[config.mk]
export PLATFORM = sky130hd
export DESIGN_NAME = window_pointer_unit
export DESIGN_NICKNAME = d
export VERILOG_FILES = /design/src/rtl/window_pointer_unit.sv
export SDC_FILE = /design/constraint.sdc
export NUM_CORES = 1
export LEC_CHECK = 0
export BUFFER_PORTS_ARGS = -buffer_cell sky130_fd_sc_hd__buf_2
export CORE_MARGIN = 8
export CORE_UTILIZATION = 52
export DETAILED_ROUTE_END_ITERATION = 8
export GPL_TIMING_DRIVEN = 0
export PLACE_DENSITY = 0.8
export SLEW_MARGIN = 0
export SYNTH_ARGS = -nofsm -noshare
export SYNTH_HDL_FRONTEND = slang
export SYNTH_SLANG_ARGS = --single-unit
export TNS_END_PERCENT = 100
[constraint.sdc]
create_clock -name Clk -period 3 [get_ports Clk]
set_input_delay 0.3 -clock Clk [delete_from_list [all_inputs] [get_ports Clk]]
set_output_delay 0.3 -clock Clk [all_outputs]
set_load 0.02 [all_outputs]
[src/rtl/window_pointer_unit.sv]
// SPARC register-window pointer (CWP/WIM, SAVE/RESTORE traps) and logical-to-physical
// register address mapper. Define WIN_DEPTH_EN to add the saturating call-depth output Depth.
module window_pointer_unit #(
   parameter int NWINDOWS = 4,
   parameter int CWP_W    = 4
) (
   input  logic                Clk,
   input  logic                Reset_n,
   input  logic                Save,
   input  logic                Restore,
   input  logic                CwpLd,
   input  logic [CWP_W-1:0]    CwpIn,
   input  logic                WimLd,
   input  logic [NWINDOWS-1:0] WimIn,
   input  logic                AddrValid,
   input  logic [4:0]          LogAddr,
   output logic [CWP_W-1:0]    Cwp,
   output logic [NWINDOWS-1:0] Wim,
   output logic [7:0]          PhysAddr,
   output logic                PhysLd,
   output logic                WinOverflow,
   output logic                WinUnderflow,
   output logic                BadOp
`ifdef WIN_DEPTH_EN
   ,
   output logic [3:0]          Depth
`endif
);

   localparam int               RING     = 16 * NWINDOWS;
   localparam logic [CWP_W-1:0] LAST_WIN = CWP_W'(NWINDOWS - 1);

   logic [CWP_W-1:0]    cwp_q, cwp_d;
   logic [NWINDOWS-1:0] wim_q, wim_d;
   logic [7:0]          phys_addr_q, phys_addr_d;
   logic                phys_ld_q, phys_ld_d;
   logic                overflow_q, overflow_d;
   logic                underflow_q, underflow_d;
   logic                bad_op_q, bad_op_d;
`ifdef WIN_DEPTH_EN
   logic [3:0]          depth_q, depth_d;
`endif

   logic [CWP_W-1:0]    save_tgt, restore_tgt, cwp_ld_val;
   logic                save_blocked, restore_blocked;
   logic [8:0]          win_offset, ring_offset;

   // Neighbouring windows and the trap lookup against the pre-edge WIM.
   always_comb begin
      save_tgt        = (cwp_q == '0) ? LAST_WIN : cwp_q - CWP_W'(1);
      restore_tgt     = (cwp_q == LAST_WIN) ? '0 : cwp_q + CWP_W'(1);
      cwp_ld_val      = CWP_W'(int'(CwpIn) % NWINDOWS);
      save_blocked    = 1'b0;
      restore_blocked = 1'b0;
      for (int i = 0; i < NWINDOWS; i++) begin
         if (save_tgt == CWP_W'(i))    save_blocked    = wim_q[i];
         if (restore_tgt == CWP_W'(i)) restore_blocked = wim_q[i];
      end
   end

   // Windowed registers live in a ring of 16*NWINDOWS entries above the 8 globals; the
   // offset never reaches twice the ring size, so one conditional subtract wraps it.
   always_comb begin
      win_offset  = 9'({cwp_q, 4'b0000}) + 9'(LogAddr) - 9'd8;
      ring_offset = (win_offset >= 9'(RING)) ? win_offset - 9'(RING) : win_offset;
   end

   always_comb begin
      // NOTE: every signal gets a default first so no path through this block infers a latch.
      cwp_d       = cwp_q;
      wim_d       = WimLd ? WimIn : wim_q;
      overflow_d  = 1'b0;
      underflow_d = 1'b0;
      bad_op_d    = 1'b0;
      phys_ld_d   = AddrValid;
      phys_addr_d = phys_addr_q;
`ifdef WIN_DEPTH_EN
      depth_d     = depth_q;
`endif

      if (AddrValid) begin
         phys_addr_d = (LogAddr < 5'd8) ? {3'b000, LogAddr} : 8'(ring_offset + 9'd8);
      end

      if (CwpLd) begin
         cwp_d = cwp_ld_val;
`ifdef WIN_DEPTH_EN
         depth_d = '0;
`endif
      end else if (Save && Restore) begin
         bad_op_d = 1'b1;
      end else if (Save) begin
         if (save_blocked) begin
            overflow_d = 1'b1;
         end else begin
            cwp_d = save_tgt;
`ifdef WIN_DEPTH_EN
            if (depth_q != 4'd15) depth_d = depth_q + 4'd1;
`endif
         end
      end else if (Restore) begin
         if (restore_blocked) begin
            underflow_d = 1'b1;
         end else begin
            cwp_d = restore_tgt;
`ifdef WIN_DEPTH_EN
            if (depth_q != 4'd0) depth_d = depth_q - 4'd1;
`endif
         end
      end
   end

   // NOTE: sequential state uses non-blocking assignments so every flop samples pre-edge values.
   always_ff @(posedge Clk or negedge Reset_n) begin
      if (!Reset_n) begin
         cwp_q       <= '0;
         wim_q       <= '0;
         phys_addr_q <= '0;
         phys_ld_q   <= 1'b0;
         overflow_q  <= 1'b0;
         underflow_q <= 1'b0;
         bad_op_q    <= 1'b0;
`ifdef WIN_DEPTH_EN
         depth_q     <= '0;
`endif
      end else begin
         cwp_q       <= cwp_d;
         wim_q       <= wim_d;
         phys_addr_q <= phys_addr_d;
         phys_ld_q   <= phys_ld_d;
         overflow_q  <= overflow_d;
         underflow_q <= underflow_d;
         bad_op_q    <= bad_op_d;
`ifdef WIN_DEPTH_EN
         depth_q     <= depth_d;
`endif
      end
   end

   assign Cwp          = cwp_q;
   assign Wim          = wim_q;
   assign PhysAddr     = phys_addr_q;
   assign PhysLd       = phys_ld_q;
   assign WinOverflow  = overflow_q;
   assign WinUnderflow = underflow_q;
   assign BadOp        = bad_op_q;
`ifdef WIN_DEPTH_EN
   assign Depth        = depth_q;
`endif

endmodule

==> impl_results.md, run 1 <==
* Run status: finished, final reports clean
* Min-delay src: AddrValid
* Yosys top cell by area: dfrtp_1
* Synth top area share at 34.8%
* Sw power at 0.797 mW
* Setup slack at placement at -239 ps
* Post-synth cell types at 39
* Setup violators final at 0
* Clock share of power at 9.2%
* CTS Buf Count at 3
* Combinational group share of total power at 67.3%
* Placed cell area at 1650 um2
* Tcrit/Tclk final at 95.5%
* Largest net degree at the start of global routing at 21
* Total core area at 2690 um2
* Layout Utilization at 64.5%
* Slowest CP cell: or4_1
* Clock Path Buffers at 2
* Vias at 1192
* Switching Share at 46.6%
* CTS tree: built
* Final Wtd Congestion at 0.869
* # rows at 19
* Crit start category: flop
* Tightest Hold Check Type: in -> reg
* Avg WL per Cell at 15.1 um
* CP bufs+invs at 3
* Max_slew headroom at 70.6%
* GRT overflow at 0
* Synth warn at 0
* Slew Limit Fails at 0
* H-tree levels at 1
* First-pass GRT wire length at 5490 um
* Vias/cell at 5.60
* Initial drt markers at 45
* CTS root buf: clkbuf_4
* DIE AREA at 4710 um2
* Filler cells at 220
* CP most frequent cell: ha_1
* Sequential power share at 23.5%
* Number of enable flip-flop cells after synthesis at 0
* WL final at 3210 um
* Initial Util at 53.6%
* CP required at 3200 ps
* Max Clk Rate at 349 MHz
* Maximum fanout along the worst path at 5
* PortBufs at 35
* Layout cells sized above 1 at 35.2%
* Final #Nets at 221
* Area growth from synthesis to layout at 20.4%
* Dpl hpwl at 2520 um
* Final cell count without fillers at 213
* Tightest Pin Transition at 436 ps
* Top Family by Delay on Critical Path: adder cells
* Die Span Y at 68.6 um
* Clk slew on worst S/H paths at 110 ps
* Setup slack after layout at 135 ps
* Critical Path AT at 3070 ps
* Avg Synthesized Cell Area at 10.2 um2
* Final hold vios at 0
* Top_reg_cell synth: dfrtp_1
* Clk Latency, worst-skew pair at 300 ps
* Residual DRC at 0
* RSZ-0062 raised after global routing: no
* VDD IR-drop max at 655 uV
* # diodes at 0
* Gr usage total at 14.9%
* Cell area after layout at 1730 um2
* Endpoint type of the worst setup path: flop
* Most frequent cells in the layout: 37 x buf_2, 18 x dfrtp_1, 17 x ha_1
* Most common cell after layout, fill and taps aside: buf_2
* Initial antenna violation count at 0
* Leakage at 0.865 nW
* IO Count at 40
* Async set-reset flop share out of synthesis at 100%
* Ranking of synthesized cells by area: dfrtp_1 35%, ha_1 15%, mux2_2 6.3%
* Die X-Extent at 68.6 um
* ANT nets after route at 0
* Mapped Cells at 141
* Cells along the critical path: inv_2 > ha_1 > inv_1 > ha_1 > inv_1 > fa_2 > xor2_2 > ha_1 > nand2_1 > nor4_2 > or4_1 > a32o_1
* Post-synthesis cell area at 1440 um2
* Highest cell delay on the worst timing path at 470 ps
* TritonCTS Sinks at 20
* Skew final at 1.17 ps
* Setup CP Type: reg -> reg
* Reg2Reg Setup Slack at 130 ps
* P_int at 0.914 mW
* Placed Cells at 207
* Max Cap Violations at 0
* Setup crit start: Cwp[0]
* PD cells at 987 nW/um2
* Post-synth net total at 179
* Vias in the first global route at 1261
* DRT Pass-1 Iters at 4
* Sequential area share after synthesis at 34.8%
* Overall Power at 1.71 mW
* FF-to-FF Start: Cwp[0]
* Tmin final at 2870 ps
* Synthesized flop and latch total at 20
power by group through the flow:
| stage | registers [mW] | logic [mW] | clock network, mW |
|---|---|---|---|
| global placement | 0.417 | 1.02 | 0 |
| finish | 0.402 | 1.15 | 0.157 |
| floorplan | 0.479 | 0.746 | 0 |
| CTS | 0.402 | 1.11 | 0.160 |
| global route | 0.414 | 1.28 | 0.172 |
| detailed placement | 0.418 | 1.07 | 0 |
sequential cells by signal, summed over array words and instances (netlist names):
signal	cells
Cwp	4
Wim	4
PhysLd	1
BadOp	1
PhysAddr	8
WinUnderflow	1
WinOverflow	1
worst reg2reg max path, cell delays in order (launching register included):
cell and delay (ps):
dfrtp_2 430, inv_2 100, ha_1 240, inv_1 100, ha_1 180, inv_1 60, fa_2 370, xor2_2 190
ha_1 200, nand2_1 100, nor4_2 70, or4_1 470, a32o_1 270
per-layer routing:
metal,track usage [%],wire (um),vias up
met5,0,0,-
met2,27.4,1670,43
met3,2.42,207,7
li1,-,-,580
met1,16.8,1280,562
met4,5.63,46,0
through the flow:
stage / hold slack (ps) / TNS (ps)
finish: 186 / 0
CTS: 183 / 0
detailed placement: 273 / -460
global route: 178 / 0
floorplan: 4.41 / 0
global placement: 264 / -138
cells in the mapped netlist, types with 2 or more instances:
| library cell | instances |
|---|---|
| inv_1 | 15 |
| buf_2 | 2 |
| o2bb2ai_1 | 3 |
| mux2_2 | 8 |
| nand2_1 | 10 |
| nand3b_1 | 2 |
| a21oi_1 | 9 |
| mux2i_1 | 3 |
| mux2_4 | 2 |
| and2_1 | 3 |
| nor3_1 | 2 |
| ha_1 | 17 |
| xnor2_1 | 3 |
| nor3b_1 | 3 |
| xor2_1 | 4 |
| or4_1 | 2 |
| o21ai_0 | 7 |
| dfrtp_1 | 20 |
| a21boi_0 | 4 |
| nor2_1 | 3 |
path summary, 6_finish.rpt:
check,end,depth (start not counted)
setup reg to reg,PhysAddr[7],12
max in group asynchronous,Cwp[0],2
hold / removal,PhysLd,1
setup / recovery,PhysAddr[7],12
min in group asynchronous,Wim[2],2
hold reg to reg,PhysAddr[5],1
what timing repair did:
action | in CTS | in global routing
resized for setup | 3 | 4
endpoints found under the hold margin | 20 | 0
endpoints found under the setup margin | 2 | 2
setup buffers | 1 | 0
hold buffers | 1 | 0
cells by family (layout without fill, tap and decap cells):
logic type / after synthesis / after routing / share of synthesized area (%)
compound gates: 33 / 33 / 16.1
xor+xnor: 7 / 7 / 4.26
fa+ha+maj: 18 / 18 / 16.2
buf+inv: 17 / 58 / 4.61
flops: 20 / 20 / 34.8
mux: 13 / 13 / 10.4
simple gates: 33 / 33 / 13.7
layout make-up:
type / instances / area (um2) / share of cell area, %
multi-input combinational: 104 / 896 / 51.7
buffer: 2 / 10.0 / 0.578
inverter: 15 / 56.3 / 3.25
timing repair buffer: 37 / 193 / 11.1
clock buffer: 4 / 36.3 / 2.09
sequential: 20 / 503 / 29.0
tap: 31 / 38.8 / 2.24
(Power assumes the default switching activity.)
==> inputs of run 2 (changes only) <==
CELL_PAD_IN_SITES_DETAIL_PLACEMENT = 1   (was not set)
CELL_PAD_IN_SITES_GLOBAL_PLACEMENT = 2   (was not set)
CORE_UTILIZATION = 32   (was 52)
PLACE_DENSITY = not set   (was 0.8)
PLACE_DENSITY_LB_ADDON = 0.1   (was not set)
==> run 2 against run 1 <==
  * The run now ends with hold timing left
  * First-iteration DRC count shrank 56%
  * Cell area is 3.5% higher
  * Total power increased by 9.5%
  * Critical path depth unchanged
  * Die area up 47%
  * Non-clock buffer count did not move
  * Clock skew rose by 1.3 ps
  * Global-route usage fell by 3.7 points
  * Maximum frequency rose by 2.0%
  * Via count decreased by 1.3%
  * Critical endpoint unchanged
==> impl_results.md, run 2 (synthesized netlist as in run 1, its figures left out) <==
* Final hold vios at 20 (+20)
* RSZ-0062 raised after global routing: no
* Placed Cells at 228 (+10%)
* Crit start category: flop
* IO Count at 40 (unchanged)
* WL final at 3770 um (+18%)
* Placed cell area at 1680 um2 (+1.6%)
* ANT nets after route at 0 (unchanged)
* Most frequent cells in the layout: 37 x buf_2, 18 x dfrtp_1, 17 x ha_1
* Cells along the critical path: inv_4 > ha_1 > inv_2 > ha_1 > inv_1 > fa_2 > xor2_2 > ha_1 > nand2_1 > nor4_2 > or4_1 > a32o_1
* Tmin final at 2810 ps (-56.6 ps)
* Setup CP Type: reg -> reg
* Violated checks: hold timing
* CTS tree: built
* Dpl hpwl at 2970 um (+18%)
* PortBufs at 35 (unchanged)
* Layout cells sized above 1 at 36.3% (+1.1 points)
* CTS Buf Count at 3 (unchanged)
* Final cell count without fillers at 234 (+9.9%)
* PD cells at 1040 nW/um2 (+5.8%)
* Fin Hold WS at -11.1 ps (-197 ps)
* Cell area after layout at 1790 um2 (+3.5%)
* CP most frequent cell: ha_1
* CTS root buf: clkbuf_8
* Die X-Extent at 83.1 um (+21%)
* TritonCTS Sinks at 20 (unchanged)
* Critical Path AT at 2960 ps (-110 ps)
* Leakage at 0.879 nW (+1.6%)
* # rows at 24 (+5)
* Run status: finished, violations left
* Clk Latency, worst-skew pair at 260 ps (-40 ps)
* Endpoint type of the worst setup path: flop
* Vias in the first global route at 1363 (+8.1%)
* First-pass GRT wire length at 6560 um (+20%)
* Residual DRC at 0 (unchanged)
* Clock Path Buffers at 2 (unchanged)
* Vias/cell at 5.03 (-10%)
* Max reg flops at 8 (unchanged)
* GRT overflow at 0 (unchanged)
* DIE AREA at 6900 um2 (+47%)
* DRT Pass-1 Iters at 4 (unchanged)
* Setup violators final at 0 (unchanged)
* Highest cell delay on the worst timing path at 460 ps (about the same)
* Die Span Y at 83.1 um (+21%)
* Largest net degree at the start of global routing at 21 (unchanged)
* Slew Limit Fails at 0 (unchanged)
* Slowest CP cell: or4_1
* Skew final at 2.51 ps (+1.34 ps)
* Final #Nets at 221 (unchanged)
* Total core area at 4350 um2 (+62%)
* Clk slew on worst S/H paths at 80 ps (-30 ps)
* CP required at 3150 ps (-50 ps)
* Final Wtd Congestion at 0.734 (-15%)
* Tcrit/Tclk final at 93.6% (-1.9 points)
* Maximum fanout along the worst path at 5 (unchanged)
* Most common cell after layout, fill and taps aside: buf_2
* Avg WL per Cell at 16.1 um (+7.0%)
* Tightest Hold Check Type: in -> async
* Overall Power at 1.87 mW (+9.5%)
* Initial drt markers at 20 (-56%)
* H-tree levels at 1 (unchanged)
* VDD IR-drop max at 303 uV (-54%)
* Tightest Pin Transition at 539 ps (+103 ps)
* Vias at 1177 (-1.3%)
* Filler cells at 526 (+140%)
* Max Clk Rate at 356 MHz (+2.0%)
* Setup_tns at 0 ps (unchanged)
* Initial antenna violation count at 0 (unchanged)
* Area growth from synthesis to layout at 24.7%
* Initial Util at 33.0% (-21 points)
* # diodes at 0 (unchanged)
* Max_slew headroom at 63.7% (-6.9 points)
* Gr usage total at 11.3% (-3.7 points)
* Max Cap Violations at 0 (unchanged)
==> run 2: cell count changes in the layout (fill, tap and decap cells not counted), sizes merged <==
cell         before  now
buf              38   39
bufinv            0    1
clkbuf            4    3
dlygate4sd3       1    0
==> run 2: final cells by class <==
type,count,area [um2],share of cell area [%]
plain buffers,2,10.0,0.558
well taps,52,65.1,3.63
flip-flops and latches,20,503,28.0
inverters,15,58.8,3.28
multi-input cells,104,896,49.9
clock buffers,3,41.3,2.30
repair buffers,37,190,10.6
clock inverters,1,30.0,1.67
==> run 2: timing repair <==
action,4_1_cts,5_1_grt
gates cloned,0,0
pin swaps,0,1
endpoints found under the setup margin,2,2
resized for setup,4,5
hold buffers,0,0
buffers inserted,1,1
==> run 2: path summary, 6_finish.rpt <==
path                        startpoint  slack (ps)           to  depth (start not counted)
setup reg to reg                Cwp[0]         190  PhysAddr[7]                         12
setup / recovery                Cwp[0]         190  PhysAddr[7]                         12
min in group Clk             AddrValid         230       PhysLd                          1
hold reg to reg            PhysAddr[5]         480  PhysAddr[5]                          1
max in group asynchronous      Reset_n        2650       Cwp[0]                          1
hold / removal                 Reset_n         -10  PhysAddr[6]                          1
==> run 2: power by group <==
group	total [mW]	leakage [nW]	internal (mW)	switching, mW
logic	1.19	0.597	0.534	0.654
registers	0.411	0.246	0.336	0.0751
clock network	0.276	0.0357	0.178	0.0976
==> run 2: critical path, delay by kind of cell (launching register included) <==
kind                     cells  cell delay [ps]
buffers and inverters        3              230
flip-flops                   1              440
XOR/XNOR                     1              180
AO/OA/AOI/OAI                1              270
AND/OR/NAND/NOR              3              620
adder cells (fa/ha/maj)      4              960
==> run 2: stage by stage <==
step,setup slack (ps),util [%]
final,191,41.2
after global routing,38.5,41.2
after CTS,16.8,40.6
after detailed placement,-391,38.6
after global placement,-313,38.6
after floorplan,29.2,-
==> run 2: metal layers <==
layer / GRT usage, % / wire (um) / vias up
met5: 0 / 0 / -
met4: 4.95 / 40 / 0
met3: 2.15 / 124 / 2
met2: 19.4 / 1930 / 22
met1: 13.2 / 1670 / 571
li1: - / - / 582
==> inputs of run 3 (changes only) <==
CORE_ASPECT_RATIO = 1.75   (was not set)
==> run 3 against run 2 <==
  * The run now ends clean
  * Register-to-register slack got worse by 50 ps
  * Sequential cell count unchanged
  * Sequential share of layout area decreased by 0.097 points
  * Die area increased by 1.2%
  * Clock skew increased by 3.5 ps
  * Critical path type unchanged
  * Cell area increased by 0.35%
  * Via count increased by 5.1%
  * First-iteration DRC count increased by 100%
==> impl_results.md, run 3 (synthesized netlist as in run 1, its figures left out) <==
* Run status: finished, final reports clean
* CTS tree: built
* Tmin final at 2860 ps (+52.9 ps)
* Instance count on the critical path at 12 (unchanged)
* CTS root buf: clkbuf_8
* Crit start category: flop
* Tightest Pin Transition at 566 ps (+27.0 ps)
* Most frequent cells in the layout: 37 x buf_2, 18 x dfrtp_1, 15 x ha_1
* Critical Path AT at 3020 ps (+60 ps)
* Top sig layer: met4
* WL met2 at 2520 um (+30%)
* Min-delay src: AddrValid
* Final Wtd Congestion at 0.810 (+10%)
* Endpoint type of the worst setup path: flop
* Sw power at 0.848 mW (+2.7%)
* Slew Limit Fails at 0 (unchanged)
* First-pass GRT wire length at 7070 um (+7.8%)
* Reg2reg path depth at 12 (unchanged)
* Max Cap Violations at 0 (unchanged)
* Gr usage total at 12.8% (+1.5 points)
* Die Span Y at 105 um (+26%)
* Final hold vios at 0 (-100%)
* Highest cell delay on the worst timing path at 470 ps (about the same)
* PD cells at 1040 nW/um2 (-0.37%)
* Total core area at 4360 um2 (+0.23%)
* GRT overflow at 0 (unchanged)
* Die X-Extent at 66.7 um (-20%)
* ANT nets after route at 0 (unchanged)
* CP most frequent cell: ha_2
* IO Count at 40 (unchanged)
* Slowest CP cell: or4_1
* Dpl hpwl at 3430 um (+15%)
* Met3 WL at 166 um (+34%)
* Worst Hold Path Cells at 1
* WL final at 4220 um (+12%)
* Fin Hold WS at 244 ps (+255 ps)
* Skew final at 6.03 ps (+3.52 ps)
* CP required at 3160 ps (about the same)
* Max_slew headroom at 61.9% (-1.8 points)
* Largest net degree at the start of global routing at 21 (unchanged)
* P_int at 1.03 mW (-2.1%)
* Area growth from synthesis to layout at 25.1%
* Maximum fanout along the worst path at 5 (unchanged)
* Clock Path Buffers at 2 (unchanged)
* Initial Util at 33.0% (-0.076 points)
* DRT Pass-1 Iters at 3 (-1)
* Placed cell area at 1680 um2 (about the same)
* Cells along the critical path: inv_4 > ha_2 > inv_2 > ha_2 > inv_1 > fa_2 > xor2_2 > ha_1 > nand2_1 > nor4_2 > or4_1 > a32o_1
* Avg WL per Cell at 18.1 um (+12%)
* Filler cells at 528 (+0.38%)
* DIE AREA at 6980 um2 (+1.2%)
* Sequential power share at 21.9% (about the same)
* Max reg flops at 8 (unchanged)
* Vias in the first global route at 1452 (+6.5%)
* PortBufs at 35 (unchanged)
* Clock share of power at 14.8% (about the same)
* Setup CP Type: reg -> reg
* CTS Buf Count at 3 (unchanged)
* # diodes at 0 (unchanged)
* Tightest Hold Check Type: in -> reg
* Cell area after layout at 1800 um2 (+0.35%)
* Combinational group share of total power at 63.3% (about the same)
* Clk Latency, worst-skew pair at 270 ps (about the same)
* Switching Share at 45.3% (+1.2 points)
* # rows at 32 (+33%)
* Setup violators final at 0 (unchanged)
* Top Family by Delay on Critical Path: adder cells
* Tcrit/Tclk final at 95.4% (+1.8 points)
* Initial drt markers at 40 (+100%)
* H-tree levels at 1 (unchanged)
* Final #Nets at 221 (unchanged)
* Layout Utilization at 41.3% (+0.049 points)
* Clk slew on worst S/H paths at 80 ps (about the same)
* CP bufs+invs at 3 (unchanged)
* Most common cell after layout, fill and taps aside: buf_2
* FF-to-FF Start: Cwp[0]
* VDD IR-drop max at 522 uV (+72%)
* Setup crit start: Cwp[0]
* Leakage at 0.875 nW (-0.39%)
* Vias/cell at 5.31 (+5.5%)
* Residual DRC at 0 (unchanged)
* Max Clk Rate at 349 MHz (-1.8%)
* RSZ-0062 raised after global routing: no
* M1 WL at 1450 um (-14%)
* Vias at 1237 (+5.1%)
* TritonCTS Sinks at 20 (unchanged)
* Initial antenna violation count at 0 (unchanged)
* Setup_tns at 0 ps (unchanged)
* Layout cells sized above 1 at 36.8% (+0.55 points)
==> run 3: cell types whose count changed in the layout (fill, tap and decap cells not counted) <==
cell           before  now
buf_4               2    1
ha_2                0    2
dlygate4sd3_1       0    1
ha_1               17   15
==> run 3: cell type report <==
class                      count  area [um2]  area share [%]
tap                           51        63.8            3.54
multi-input combinational    104         901            50.0
clock buffer                   3        41.3            2.29
clock inverter                 1        30.0            1.67
sequential                    20         503            27.9
buffer                         2        10.0           0.556
timing repair buffer          37         193            10.7
inverter                      15        58.8            3.27
==> run 3: what timing repair did <==
item                                   4_1_cts  5_1_grt
setup buffers                                1        0
hold buffers                                 1        0
setup endpoints to repair                    2        2
resized for setup                            4        7
cloned                                       0        0
pin swaps                                    0        0
endpoints found under the hold margin        8        0
==> run 3: path summary, 6_finish.rpt <==
check                                   end  slack (ps)
worst max register to register  PhysAddr[7]         140
worst min-delay path                 PhysLd         240
max in group asynchronous            Cwp[0]        2140
worst max-delay path            PhysAddr[7]         140
worst min register to register  PhysAddr[7]         490
min in group asynchronous       PhysAddr[6]         510
==> run 3: metrics by stage <==
step	total power [mW]	setup WS (ps)	cells
2_1_floorplan	1.23	29.2	141
3_3_place_gp	1.50	-383	227
3_5_place_dp	1.55	-506	227
4_1_cts	1.85	4.68	233
5_1_grt	2.05	18.6	233
6_report	1.87	139	233
==> run 3: power groups by stage <==
stage | logic (mW) | registers [mW] | clock network, mW
2_1_floorplan | 0.746 | 0.479 | 0
3_3_place_gp | 1.08 | 0.426 | 0
3_5_place_dp | 1.12 | 0.431 | 0
4_1_cts | 1.16 | 0.410 | 0.286
5_1_grt | 1.33 | 0.424 | 0.296
6_report | 1.19 | 0.410 | 0.278
==> run 3: routing by layer <==
| metal | up-vias | track usage [%] |
|---|---|---|
| met5 | - | 0 |
| met4 | 0 | 4.30 |
| met3 | 7 | 1.82 |
| met2 | 27 | 25.8 |
| met1 | 625 | 11.8 |
| li1 | 578 | - |
